## config.mk

```make
export PLATFORM = sky130hd
export DESIGN_NAME = decoder_scan_ctrl_flat
export DESIGN_NICKNAME = d
export VERILOG_FILES = /design/src/rtl/decoder_scan_pkg.sv /design/src/rtl/decoder_scan_ctrl_if.sv /design/src/rtl/scan_slot_counter.sv /design/src/rtl/decoder_scan_ctrl.sv /design/src/flat_wrapper.sv
export SDC_FILE = /design/constraint.sdc
export NUM_CORES = 1
export LEC_CHECK = 0
export BUFFER_PORTS_ARGS = -buffer_cell sky130_fd_sc_hd__buf_2
export CAP_MARGIN = 30
export CORE_MARGIN = 3
export CORE_UTILIZATION = 45
export DETAILED_ROUTE_END_ITERATION = 12
export HOLD_SLACK_MARGIN = 0.08
export REMOVE_ABC_BUFFERS = 1
export SYNTH_ARGS = -nofsm -noshare
export SYNTH_HDL_FRONTEND = slang
export SYNTH_SLANG_ARGS = --single-unit
```

## constraint.sdc

```tcl
create_clock -name clk -period 2.4 [get_ports clk]
set_clock_uncertainty 0.05 [all_clocks]
set_input_delay 0.12 -clock clk [delete_from_list [all_inputs] [get_ports clk]]
set_output_delay 0.12 -clock clk [all_outputs]
set_load 0.1 [all_outputs]
```

## src/rtl/decoder_scan_pkg.sv

```systemverilog
// rtl/decoder_scan_pkg.sv - shared types and helpers for the decoder scan controller
// Purpose: FSM state encoding, index count and the wrapped next-set-bit search.
// Ports: none (package).
package decoder_scan_pkg;

   typedef enum logic [1:0] {
      IDLE  = 2'd0,
      BLANK = 2'd1,
      DRIVE = 2'd2
   } scan_state_t;

   localparam int NUM_IDX = 4;

   // First set mask bit strictly after cur, wrapping 3->0; cur itself is the
   // last candidate so a single-bit mask returns the same index. Searching
   // from cur=3 therefore yields the lowest set bit.
   function automatic logic [1:0] next_idx(input logic [3:0] mask, input logic [1:0] cur);
      logic [1:0] r;
      logic [1:0] c;
      r = cur;
      for (int k = NUM_IDX; k >= 1; k--) begin
         c = cur + 2'(k);
         if (mask[c]) r = c;
      end
      return r;
   endfunction

endpackage

```

## src/rtl/decoder_scan_ctrl_if.sv

```systemverilog
// rtl/decoder_scan_ctrl_if.sv - control/decoder signal bundle for decoder_scan_ctrl
// Purpose: groups scan control inputs and decoder drive outputs.
// Ports (signals): scan_en, digit_mask[3:0], duty[3:0] (only with SCAN_BRIGHTNESS_EN),
//   sel_a, sel_b, dec_en_n, digit_idx[1:0], slot_start.
// Modports: master = host driving scan control; slave = the scan controller.
interface decoder_scan_ctrl_if;
   logic       scan_en;
   logic [3:0] digit_mask;
`ifdef SCAN_BRIGHTNESS_EN
   logic [3:0] duty;
`endif
   logic       sel_a;
   logic       sel_b;
   logic       dec_en_n;
   logic [1:0] digit_idx;
   logic       slot_start;

`ifdef SCAN_BRIGHTNESS_EN
   modport master (output scan_en, digit_mask, duty,
                   input  sel_a, sel_b, dec_en_n, digit_idx, slot_start);
   modport slave  (input  scan_en, digit_mask, duty,
                   output sel_a, sel_b, dec_en_n, digit_idx, slot_start);
`else
   modport master (output scan_en, digit_mask,
                   input  sel_a, sel_b, dec_en_n, digit_idx, slot_start);
   modport slave  (input  scan_en, digit_mask,
                   output sel_a, sel_b, dec_en_n, digit_idx, slot_start);
`endif
endinterface

```

## src/rtl/scan_slot_counter.sv

```systemverilog
// rtl/scan_slot_counter.sv - clear/enable counter with terminal-count flag
// Purpose: times blank gaps and drive slots for the scan FSM.
// Ports: clk, rst (sync, active high), clear, enable, term[CNT_W] (cycles per phase),
//   count[CNT_W] (cycles elapsed in phase), done (last cycle of phase).
module scan_slot_counter #(
   parameter int CNT_W = 8
) (
   input  logic             clk,
   input  logic             rst,
   input  logic             clear,
   input  logic             enable,
   input  logic [CNT_W-1:0] term,
   output logic [CNT_W-1:0] count,
   output logic             done
);

   always_ff @(posedge clk) begin
      if (rst || clear) begin
         count <= '0;
      end else if (enable) begin
         count <= count + CNT_W'(1);
      end
   end

   assign done = enable && (count == term - CNT_W'(1));

endmodule

```

## src/rtl/decoder_scan_ctrl.sv

```systemverilog
// rtl/decoder_scan_ctrl.sv - 2-to-4 decoder scan driver with blanking between slots
// Purpose: cycles the decoder select through the unmasked indices 0..3, holding the
//   decoder disabled for BLANK_CYCLES before each slot of SLOT_CYCLES enabled cycles.
// Ports: clk, rst (sync, active high), bus (decoder_scan_ctrl_if.slave):
//   scan_en, digit_mask in; sel_a, sel_b, dec_en_n, digit_idx, slot_start out.
// Option: SCAN_BRIGHTNESS_EN adds bus.duty; decoder enabled only for the first
//   (duty+1)*SLOT_CYCLES/16 cycles of each slot.
module decoder_scan_ctrl
   import decoder_scan_pkg::*;
#(
   parameter int SLOT_CYCLES  = 100000,
   parameter int BLANK_CYCLES = 16
) (
   input  logic                 clk,
   input  logic                 rst,
   decoder_scan_ctrl_if.slave   bus
);

   localparam int MAX_C = (SLOT_CYCLES > BLANK_CYCLES) ? SLOT_CYCLES : BLANK_CYCLES;
   localparam int CNT_W = $clog2(MAX_C + 1);
   localparam int ON_W  = CNT_W + 5;

   scan_state_t      state;
   logic [1:0]       idx;
   logic [1:0]       idx_nxt;
   logic             dec_en_n_q;
   logic             slot_start_q;
   logic [CNT_W-1:0] count;
   logic [CNT_W-1:0] term;
   logic             done;
   logic             cnt_clear;
   logic [ON_W-1:0]  on_len;
   logic             drive_off_next;

   // Counter restarts on every state entry: leaving IDLE, at each phase end, or on abort.
   assign term      = (state == DRIVE) ? CNT_W'(SLOT_CYCLES) : CNT_W'(BLANK_CYCLES);
   assign cnt_clear = !bus.scan_en || (state == IDLE) || done;

   scan_slot_counter #(.CNT_W(CNT_W)) u_cnt (
      .clk    (clk),
      .rst    (rst),
      .clear  (cnt_clear),
      .enable (state != IDLE),
      .term   (term),
      .count  (count),
      .done   (done)
   );

`ifdef SCAN_BRIGHTNESS_EN
   logic [3:0] duty_q;
   assign on_len = ((ON_W'(duty_q) + ON_W'(1)) * ON_W'(SLOT_CYCLES)) / ON_W'(16);
`else
   assign on_len = ON_W'(SLOT_CYCLES);
`endif
   // Decoder stays enabled while the next drive cycle is still within the on-time.
   assign drive_off_next = (ON_W'(count) + ON_W'(1)) >= on_len;

   always_ff @(posedge clk) begin
      if (rst) begin
         state        <= IDLE;
         idx          <= 2'd0;
         idx_nxt      <= 2'd0;
         dec_en_n_q   <= 1'b1;
         slot_start_q <= 1'b0;
`ifdef SCAN_BRIGHTNESS_EN
         duty_q       <= 4'd0;
`endif
      end else begin
         slot_start_q <= 1'b0;
         if (!bus.scan_en) begin
            state      <= IDLE;
            dec_en_n_q <= 1'b1;
         end else begin
            case (state)
               IDLE: begin
                  dec_en_n_q <= 1'b1;
                  if (bus.digit_mask != 4'd0) begin
                     state   <= BLANK;
                     idx     <= next_idx(bus.digit_mask, 2'd3);
                     idx_nxt <= next_idx(bus.digit_mask, 2'd3);
                  end
               end
               BLANK: begin
                  // Select moves one cycle into the gap, so it never changes on the
                  // edge where the decoder turns off (needs BLANK_CYCLES >= 2).
                  idx <= idx_nxt;
                  if (done) begin
                     state        <= DRIVE;
                     dec_en_n_q   <= 1'b0;
                     slot_start_q <= 1'b1;
`ifdef SCAN_BRIGHTNESS_EN
                     duty_q       <= bus.duty;
`endif
                  end
               end
               DRIVE: begin
                  if (done) begin
                     dec_en_n_q <= 1'b1;
                     if (bus.digit_mask == 4'd0) begin
                        state <= IDLE;
                     end else begin
                        state   <= BLANK;
                        idx_nxt <= next_idx(bus.digit_mask, idx);
                     end
                  end else begin
                     dec_en_n_q <= drive_off_next;
                  end
               end
               default: begin
                  state      <= IDLE;
                  dec_en_n_q <= 1'b1;
               end
            endcase
         end
      end
   end

   assign bus.sel_a      = idx[1];
   assign bus.sel_b      = idx[0];
   assign bus.digit_idx  = idx;
   assign bus.dec_en_n   = dec_en_n_q;
   assign bus.slot_start = slot_start_q;

endmodule
```

## src/flat_wrapper.sv

```systemverilog
// flat-port wrapper written by rule: the top's interface ports become plain ports
module decoder_scan_ctrl_flat import decoder_scan_pkg::*;
#(
   parameter int SLOT_CYCLES  = 100000,
   parameter int BLANK_CYCLES = 16
)
  (clk, rst, bus_scan_en, bus_digit_mask, bus_sel_a, bus_sel_b, bus_dec_en_n, bus_digit_idx, bus_slot_start);
  decoder_scan_ctrl_if bus_i ();
  input  logic clk;
  input  logic rst;
  input wire logic [$bits(bus_i.scan_en)-1:0] bus_scan_en;
  input wire logic [$bits(bus_i.digit_mask)-1:0] bus_digit_mask;
  output wire logic [$bits(bus_i.sel_a)-1:0] bus_sel_a;
  output wire logic [$bits(bus_i.sel_b)-1:0] bus_sel_b;
  output wire logic [$bits(bus_i.dec_en_n)-1:0] bus_dec_en_n;
  output wire logic [$bits(bus_i.digit_idx)-1:0] bus_digit_idx;
  output wire logic [$bits(bus_i.slot_start)-1:0] bus_slot_start;
  assign bus_i.scan_en = bus_scan_en;
  assign bus_i.digit_mask = bus_digit_mask;
  assign bus_sel_a = bus_i.sel_a;
  assign bus_sel_b = bus_i.sel_b;
  assign bus_dec_en_n = bus_i.dec_en_n;
  assign bus_digit_idx = bus_i.digit_idx;
  assign bus_slot_start = bus_i.slot_start;
  decoder_scan_ctrl #(.SLOT_CYCLES(SLOT_CYCLES), .BLANK_CYCLES(BLANK_CYCLES)) u_core (.clk(clk), .rst(rst), .bus(bus_i));
endmodule
```

==> flow_summary.ini, run 1 <==
[critical_path]
cp.required_ps = 2590
r2r-start = u_core.u_cnt.count[0]$_SDFFE_PP0N_
crit_path_start_kind = flop
worstPathArrival_ps = 2260
cp_max_fo = 7
crit_type = reg2reg
cp-end-kind = flop
startpoint = u_core.u_cnt.count[0]$_SDFFE_PP0N_

[route]
postRouteAntennaNets = 0
viasPerCell = 5.52
first_pass_iters = 4
drt_iter0_drc = 110
drc = 0
wl_mm = 3.16
vias = 1336
wl_per_cell_um = 13.1

[final_layout]
finalInstanceArea_mm2 = 0.00161
drive_above_1_share = 0.141
diodes = 0
nets = 208
area_growth_pct = 7.97

[clock_network]
cts_inserted_buffers = 3
clock-root-buffer = clkbuf_4
clock-sinks = 25
clock_path_buffers = 2
worstSkewPairLatency_ps = 320
cts_tree = yes
clk_pin_slew_worst_paths_ps = 150
htree_num_levels = 1

[placement]
port_buffers = 12
post-place-ws_ps = 364
placed_area_mm2 = 0.00156
post-dp-hpwl_mm = 2.39
place_congestion = 0.871

[floorplan]
dieArea_mm2 = 0.00404
rows = 20
initial_core_util = 0.481
io_pins = 13
dieHeight_um = 63.6
core_mm2 = 0.00310
dieWidth_um = 63.6

[power]
ir_drop_mv = 0.238
p_leak_nw = 0.522
power.density_mw_per_mm2 = 445

[yosys]
synth-seq-cells = 25
async_reset_ff_frac = 0
mappedNetlistArea_mm2 = 0.00149
synth_top_family_by_area = simple AND/OR/NAND/NOR gates
synth_edf_count = 0
synth_cell_types = 45
synthCells = 188
muxShareOfSynthArea = 0.0352
synthSimpleGateAreaFrac = 0.327
synth_fa_ha_area_frac = 0.0168
ys_seq_area_frac = 0.336
syn_avg_cell_area_um2 = 7.93
synth_warnings = 0
synth-xor-area-share = 0.0881
synth_compound_area_frac = 0.133
synth_top_flop_cell = dfxtp_1

[worst_hold_path]
hp-class = in2reg
min_from = bus_digit_mask[1]

[flow_run]
drv_cap = 0

[sta]
slew_headroom = 0.634
worstMarginPinSlew_ps = 548
rsz0062_at_grt = false
clock.fmax_mhz = 485
period_share = 0.860
period_needed_ps = 2060
hold_viol_final = 0
setup_violations = 0
drv_slew = 0
worst_slack_ps = 337

[global_routing]
grt-ovfl-total = 0
antenna_found_initial = 0
grt_max_degree = 18
track_usage = 0.182
grt_pass1_wl_mm = 5.93
grt_pass1_vias = 1324

[status]
outcome = finished clean
synth_stat cells (all sizes together), types with 4 or more instances:
cell / instances / share of area
a21oi: 7 / 0.026
buf: 8 / 0.040
clkbuf: 4 / 0.011
dfxtp: 25 / 0.34
inv: 5 / 0.013
nand2: 12 / 0.030
nand2b: 6 / 0.025
nand3: 7 / 0.023
nand4: 5 / 0.021
nor2: 41 / 0.10
nor3: 5 / 0.017
nor4: 6 / 0.034
o21ai: 4 / 0.013
xnor2: 11 / 0.065
xor2: 4 / 0.023
per-stage QoR:
stage	cells	TNS (ps)	hold slack (ps)	power, mW	util
after detailed placement	236	0	323	0.527	0.503
final	242	0	149	0.717	0.519
after floorplan	176	-294	142	0.505	-
after global placement	236	0	311	0.526	0.503
after CTS	242	0	143	0.727	0.519
after global routing	242	0	147	0.757	0.519
critical path: stages (launching register included):
cell and delay, ps:
dfxtp_1 410, ha_1 300, nand4_1 220, or4_1 440
a21oi_1 180, a21o_1 100, nand4b_1 90, a21o_1 200
registers in the layout, summed over array words and instances, names as in the netlist:
name,cells
u_core.bus.slot_start,1
u_core.state,2
u_core.bus.digit_idx,2
u_core.idx_nxt,2
u_core.bus.dec_en_n,1
u_core.u_cnt.count,17
kinds of logic (layout without fill, tap and decap cells):
| kind of cell | Yosys count | in the layout |
|---|---|---|
| buf+inv | 17 | 27 |
| xor+xnor | 15 | 15 |
| fa+ha+maj | 2 | 2 |
| mux | 5 | 5 |
| compound gates | 28 | 28 |
| simple gates | 96 | 96 |
| flops | 25 | 25 |
layer usage:
metal / global-route usage / part of all wire / up-vias
li1: - / - / 680
met1: 0.256 / 0.52 / 635
met2: 0.284 / 0.45 / 17
met3: 0.0267 / 0.026 / 4
met4: 0.0566 / 0.0092 / 0
met5: 0 / 0 / -
final timing paths:
kind	slack, ps	depth (start not counted)	endpoint
max	340	7	u_core.bus.dec_en_n$_SDFFE_PP1P_
max reg2reg	340	7	u_core.bus.dec_en_n$_SDFFE_PP1P_
min reg2reg	440	1	u_core.u_cnt.count[0]$_SDFFE_PP0N_
min	150	4	u_core.bus.digit_idx[1]$_SDFFE_PP0P_
power breakdown:
| group | internal [mW] | total (mW) | leakage [nW] | switching [mW] |
|---|---|---|---|---|
| Sequential | 0.421 | 0.428 | 0.202 | 0.00664 |
| Clock | 0.0637 | 0.197 | 0.0139 | 0.133 |
| Combinational | 0.0262 | 0.0928 | 0.305 | 0.0666 |
cell usage in the layout, fill, tap and decap left out, drive strengths merged, types with 3 or more instances in the layout:
cell type and instances:
buf 16, dfxtp 25, xor2 4, nor2b 3
xnor2 11, a21oi 7, nand4 5, nor4 6
or4 3, nand2b 6, clkbuf 3, nor3 5
nand2 12, inv 5, mux2i 3, nor2 41
nand3 7, a21o 3, o21ai 4
cell type report:
cell class                 instances  area, µm²
tap                               44       55.1
inverter                           5       18.8
clock buffer                       3       22.5
multi-input combinational        146        896
sequential                        25        500
timing repair buffer              18        110
clock inverter                     1       7.51
fill                             331       1490
timing repair:
action / in CTS / in global routing
resized for setup: 0 / 0
hold buffers: 2 / 0
setup endpoints to repair: 0 / 0
buffers inserted: 0 / 0
hold endpoints to repair: 5 / 0
Note: power is estimated with default switching activity, not from simulation.
==> run 2, diff against run 1 <==
Settings changed: MAX_ROUTING_LAYER from default to met4.
==> run 2 against run 1 <==
  * Critical path type unchanged
  * Sequential share of layout area stayed put
  * Clock power hardly changed
  * Flip-flop and latch count stayed put
  * Highest routed layer unchanged
  * Power hardly changed
  * Fmax is 0.47% higher
  * Critical endpoint unchanged
  * First-iteration DRC count is 10% lower
  * Register-to-register slack hardly changed
  * Routed wire length is 0.47% higher
==> flow_summary.ini, run 2 (same netlist as run 1, synthesis figures left out) <==
[clock_network]
cts_inserted_buffers = 3
htree_num_levels = 1
clock-sinks = 25
worstSkewPairLatency_ps = 320
cts_resized = 0
clock_path_buffers = 2
cts_tree = yes
clock-root-buffer = clkbuf_4
clk_pin_slew_worst_paths_ps = 150

[placement]
placed_area_mm2 = 0.00156
dp.cells = 236
post-dp-hpwl_mm = 2.39
post-place-ws_ps = 364
place_congestion = 0.885
port_buffers = 12

[power]
p_int_mw = 0.511
seqPwrFrac = 0.597
power_mw = 0.717
pwr-share-clk = 0.274
p_switching_mw = 0.206
p_leak_nw = 0.522
switching_share = 0.287
p_comb_frac = 0.129
ir_drop_mv = 0.238
power.density_mw_per_mm2 = 445

[global_routing]
antenna_found_initial = 0
grt_pass1_vias = 1323
grtUsageMet2 = 0.283
grt-ovfl-total = 0
grt_pass1_wl_mm = 5.94
grtUsageMet1 = 0.258
use_met3 = 0.0267
track_usage = 0.187
grt_max_degree = 18
top_usage_layer = met2

[final_layout]
finalInstanceArea_mm2 = 0.00161
area_growth_pct = 7.97
top_register = u_core.u_cnt.count
stdcell_count = 242
fin_util = 0.519
largest_reg_flops = 17
final_common_cell = nor2_1
diodes = 0
nets = 208
drive_above_1_share = 0.141
layout.cells.most_common_list = nor2_1 (40), dfxtp_1 (25), nand2_1 (12), buf_2 (12), xnor2_1 (11)

[sta]
period_needed_ps = 2050
slew_headroom = 0.634
period_share = 0.856
hold_viol_final = 0
hold_slack_ps = 149
worstMarginPinSlew_ps = 548
clock.fmax_mhz = 487
drv_slew = 0
rsz0062_at_grt = false
setup_tns_ps = 0
worst_slack_ps = 346
setup_violations = 0

[route]
wl_per_cell_um = 13.1
drc = 0
vias = 1331
drt_iter0_drc = 99
viasPerCell = 5.50
wl_mm = 3.18
postRouteAntennaNets = 0
first_pass_iters = 4

[critical_path]
cp.required_ps = 2590
worstPathArrival_ps = 2250
crit_type = reg2reg
crit_path_start_kind = flop
cp_max_fo = 7
cp-end-kind = flop

[flow_run]
drv_cap = 0

[worst_hold_path]
hp-class = in2reg

[floorplan]
core_mm2 = 0.00310
initial_core_util = 0.481
dieArea_mm2 = 0.00404
rows = 20
dieWidth_um = 63.6
dieHeight_um = 63.6
io_pins = 13

[status]
outcome = finished clean
==> run 2: cell counts in the layout (fill, tap and decap cells not counted) <==
Identical to the previous run, type by type.
==> run 2: what timing repair did <==
action	4_1_cts	5_1_grt
hold buffers	2	0
endpoints found under the hold margin	5	0
setup endpoints to repair	0	0
setup buffers	0	0
==> run 2: path summary, 6_finish.rpt <==
kind / slack (ps) / depth (start not counted) / from / to
worst min register to register: 440 / 1 / u_core.u_cnt.count[0]$_SDFFE_PP0N_ / u_core.u_cnt.count[0]$_SDFFE_PP0N_
worst max register to register: 350 / 7 / u_core.u_cnt.count[0]$_SDFFE_PP0N_ / u_core.bus.dec_en_n$_SDFFE_PP1P_
worst max-delay path: 350 / 7 / u_core.u_cnt.count[0]$_SDFFE_PP0N_ / u_core.bus.dec_en_n$_SDFFE_PP1P_
worst min-delay path: 150 / 4 / bus_digit_mask[1] / u_core.bus.digit_idx[1]$_SDFFE_PP0P_
==> run 2: layout make-up <==
cell class	instances	area, µm²
Fill cell	331	1490
Multi-Input combinational cell	146	896
Sequential cell	25	500
Timing Repair Buffer	18	110
Tap cell	44	55.1
Clock buffer	3	22.5
Inverter	5	18.8
Clock inverter	1	7.51
==> run 2: worst max-delay path: stages (launching register included) <==
cell and delay (ps):
dfxtp_1 410, ha_1 290, nand4_1 220, or4_1 440, a21oi_1 180, a21o_1 100, nand4b_1 90, a21o_1 200
==> run 2: per-layer routing <==
metal / up-vias / part of all wire
met5: - / 0
met4: 0 / 0.0091
met3: 4 / 0.021
met2: 15 / 0.44
met1: 631 / 0.53
li1: 681 / -
==> run 2: power by group through the flow <==
stage	logic (mW)	clock network, mW	registers, mW
5_1_grt	0.0999	0.227	0.430
4_1_cts	0.0929	0.206	0.428
2_1_floorplan	0.0306	0	0.474
6_report	0.0928	0.196	0.428
3_3_place_gp	0.0892	0	0.436
3_5_place_dp	0.0902	0	0.437
==> run 3, diff against run 2 <==
--- a/config.mk
+++ b/config.mk
@@ -11,4 +11,5 @@
 export CORE_UTILIZATION = 45
 export DETAILED_ROUTE_END_ITERATION = 12
+export GPL_ROUTABILITY_DRIVEN = 0
 export HOLD_SLACK_MARGIN = 0.08
 export MAX_ROUTING_LAYER = met4
==> constraint.sdc (replaced) <==
create_clock -name clk -period 2.4 [get_ports clk]
set_clock_uncertainty 0.05 [all_clocks]
set_input_delay 0 -clock clk [delete_from_list [all_inputs] [get_ports clk]]
set_output_delay 0 -clock clk [all_outputs]
set_load 0.1 [all_outputs]
==> run 3 against run 2 <==
  * Global-route usage rose by 0.23 points
  * Combinational power rose by 5.0%
  * Die area did not move
  * Sequential power barely moved
  * Largest power group unchanged
  * Highest routed layer unchanged
==> flow_summary.ini, run 3 (same netlist as run 1, synthesis figures left out) <==
[status]
outcome = finished clean

[clock_network]
clock-sinks = 25
cts_inserted_buffers = 3
worstSkewPairLatency_ps = 320
clock-root-buffer = clkbuf_4
clock_path_buffers = 2
htree_num_levels = 1
cts_setup_buffers = 0
clk_pin_slew_worst_paths_ps = 150
cts_tree = yes

[global_routing]
antenna_found_initial = 0
grt_pass1_wl_mm = 6.02
grt_pass1_vias = 1344
track_usage = 0.190
grt_max_degree = 18
grt-ovfl-total = 0

[final_layout]
layout.cells.most_common_list = nor2_1 (40), dfxtp_1 (25), nand2_1 (12), buf_2 (12), xnor2_1 (11)
stdcell_count = 245
largest_reg_flops = 17
finalInstanceArea_mm2 = 0.00164
top_register = u_core.u_cnt.count
final_common_cell = nor2_1
area_growth_pct = 9.98
fin_util = 0.529
diodes = 0
drive_above_1_share = 0.139
fillers = 330
nets = 211

[route]
first_pass_iters = 4
drt_iter0_drc = 101
viasPerCell = 5.49
drc = 0
wl_per_cell_um = 13.1
postRouteAntennaNets = 0
wl_mm = 3.21
vias = 1345

[floorplan]
dieArea_mm2 = 0.00404
dieWidth_um = 63.6
initial_core_util = 0.481
core_mm2 = 0.00310
dieHeight_um = 63.6
rows = 20
io_pins = 13

[critical_path]
crit_type = reg2reg
cp.required_ps = 2590
cp_max_fo = 7
worstPathArrival_ps = 2250
cp-end-kind = flop
crit_path_start_kind = flop

[power]
ir_drop_mv = 0.238
power_mw = 0.723
power.density_mw_per_mm2 = 441
p_leak_nw = 0.537

[placement]
post-dp-hpwl_mm = 2.39
placed_area_mm2 = 0.00156
dp.cells = 236
post-place-ws_ps = 364
port_buffers = 12

[sta]
hold_slack_ps = 106
setup_violations = 0
period_share = 0.856
worstMarginPinSlew_ps = 546
worst_slack_ps = 345
setup_tns_ps = 0
period_needed_ps = 2060
rsz0062_at_grt = false
drv_slew = 0
hold_viol_final = 0
slew_headroom = 0.635
clock.fmax_mhz = 487

[flow_run]
drv_cap = 0

[worst_hold_path]
hp-class = in2reg
[run 3: cell count changes in the layout (fill, tap and decap cells not counted)]
cell	before	now
dlygate4sd3_1	2	5
[run 3: final timing paths]
| check | from | end | slack [ps] | depth (start not counted) |
|---|---|---|---|---|
| worst max-delay path | u_core.u_cnt.count[0]$_SDFFE_PP0N_ | u_core.bus.dec_en_n$_SDFFE_PP1P_ | 340 | 7 |
| worst min register to register | u_core.u_cnt.count[0]$_SDFFE_PP0N_ | u_core.u_cnt.count[0]$_SDFFE_PP0N_ | 440 | 1 |
| worst max register to register | u_core.u_cnt.count[0]$_SDFFE_PP0N_ | u_core.bus.dec_en_n$_SDFFE_PP1P_ | 340 | 7 |
| worst min-delay path | bus_digit_mask[3] | u_core.state[0]$_SDFFE_PP0P_ | 110 | 5 |
[run 3: power breakdown]
part           internal [mW]  switching (mW)
Sequential             0.421         0.00665
Clock                 0.0637           0.134
Combinational         0.0300          0.0674
Total                  0.515           0.208
[run 3: final cells by class]
class / count / area, µm² / share of cell area
multi-input combinational: 146 / 896 / 0.546
sequential: 25 / 500 / 0.305
timing repair buffer: 21 / 140 / 0.0854
tap: 44 / 55.1 / 0.0336
clock buffer: 3 / 22.5 / 0.0137
inverter: 5 / 18.8 / 0.0114
clock inverter: 1 / 7.51 / 0.00458
[run 3: critical path, cell delays in order, from the launching register on]
cell and delay [ps]:
dfxtp_1 410, ha_1 290, nand4_1 220, or4_1 440
a21oi_1 180, a21o_1 100, nand4b_1 90, a21o_1 200
[run 3: repair_timing]
item / in CTS / in global routing
endpoints found under the hold margin: 7 / 0
hold buffers: 5 / 0
resized for setup: 0 / 0
[run 3: per-layer routing]
layer	track usage	vias up	part of all wire
met2	0.287	15	0.45
met1	0.261	639	0.52
met5	-	-	0
li1	-	687	-
met4	0.0566	0	0.0090
met3	0.0267	4	0.021
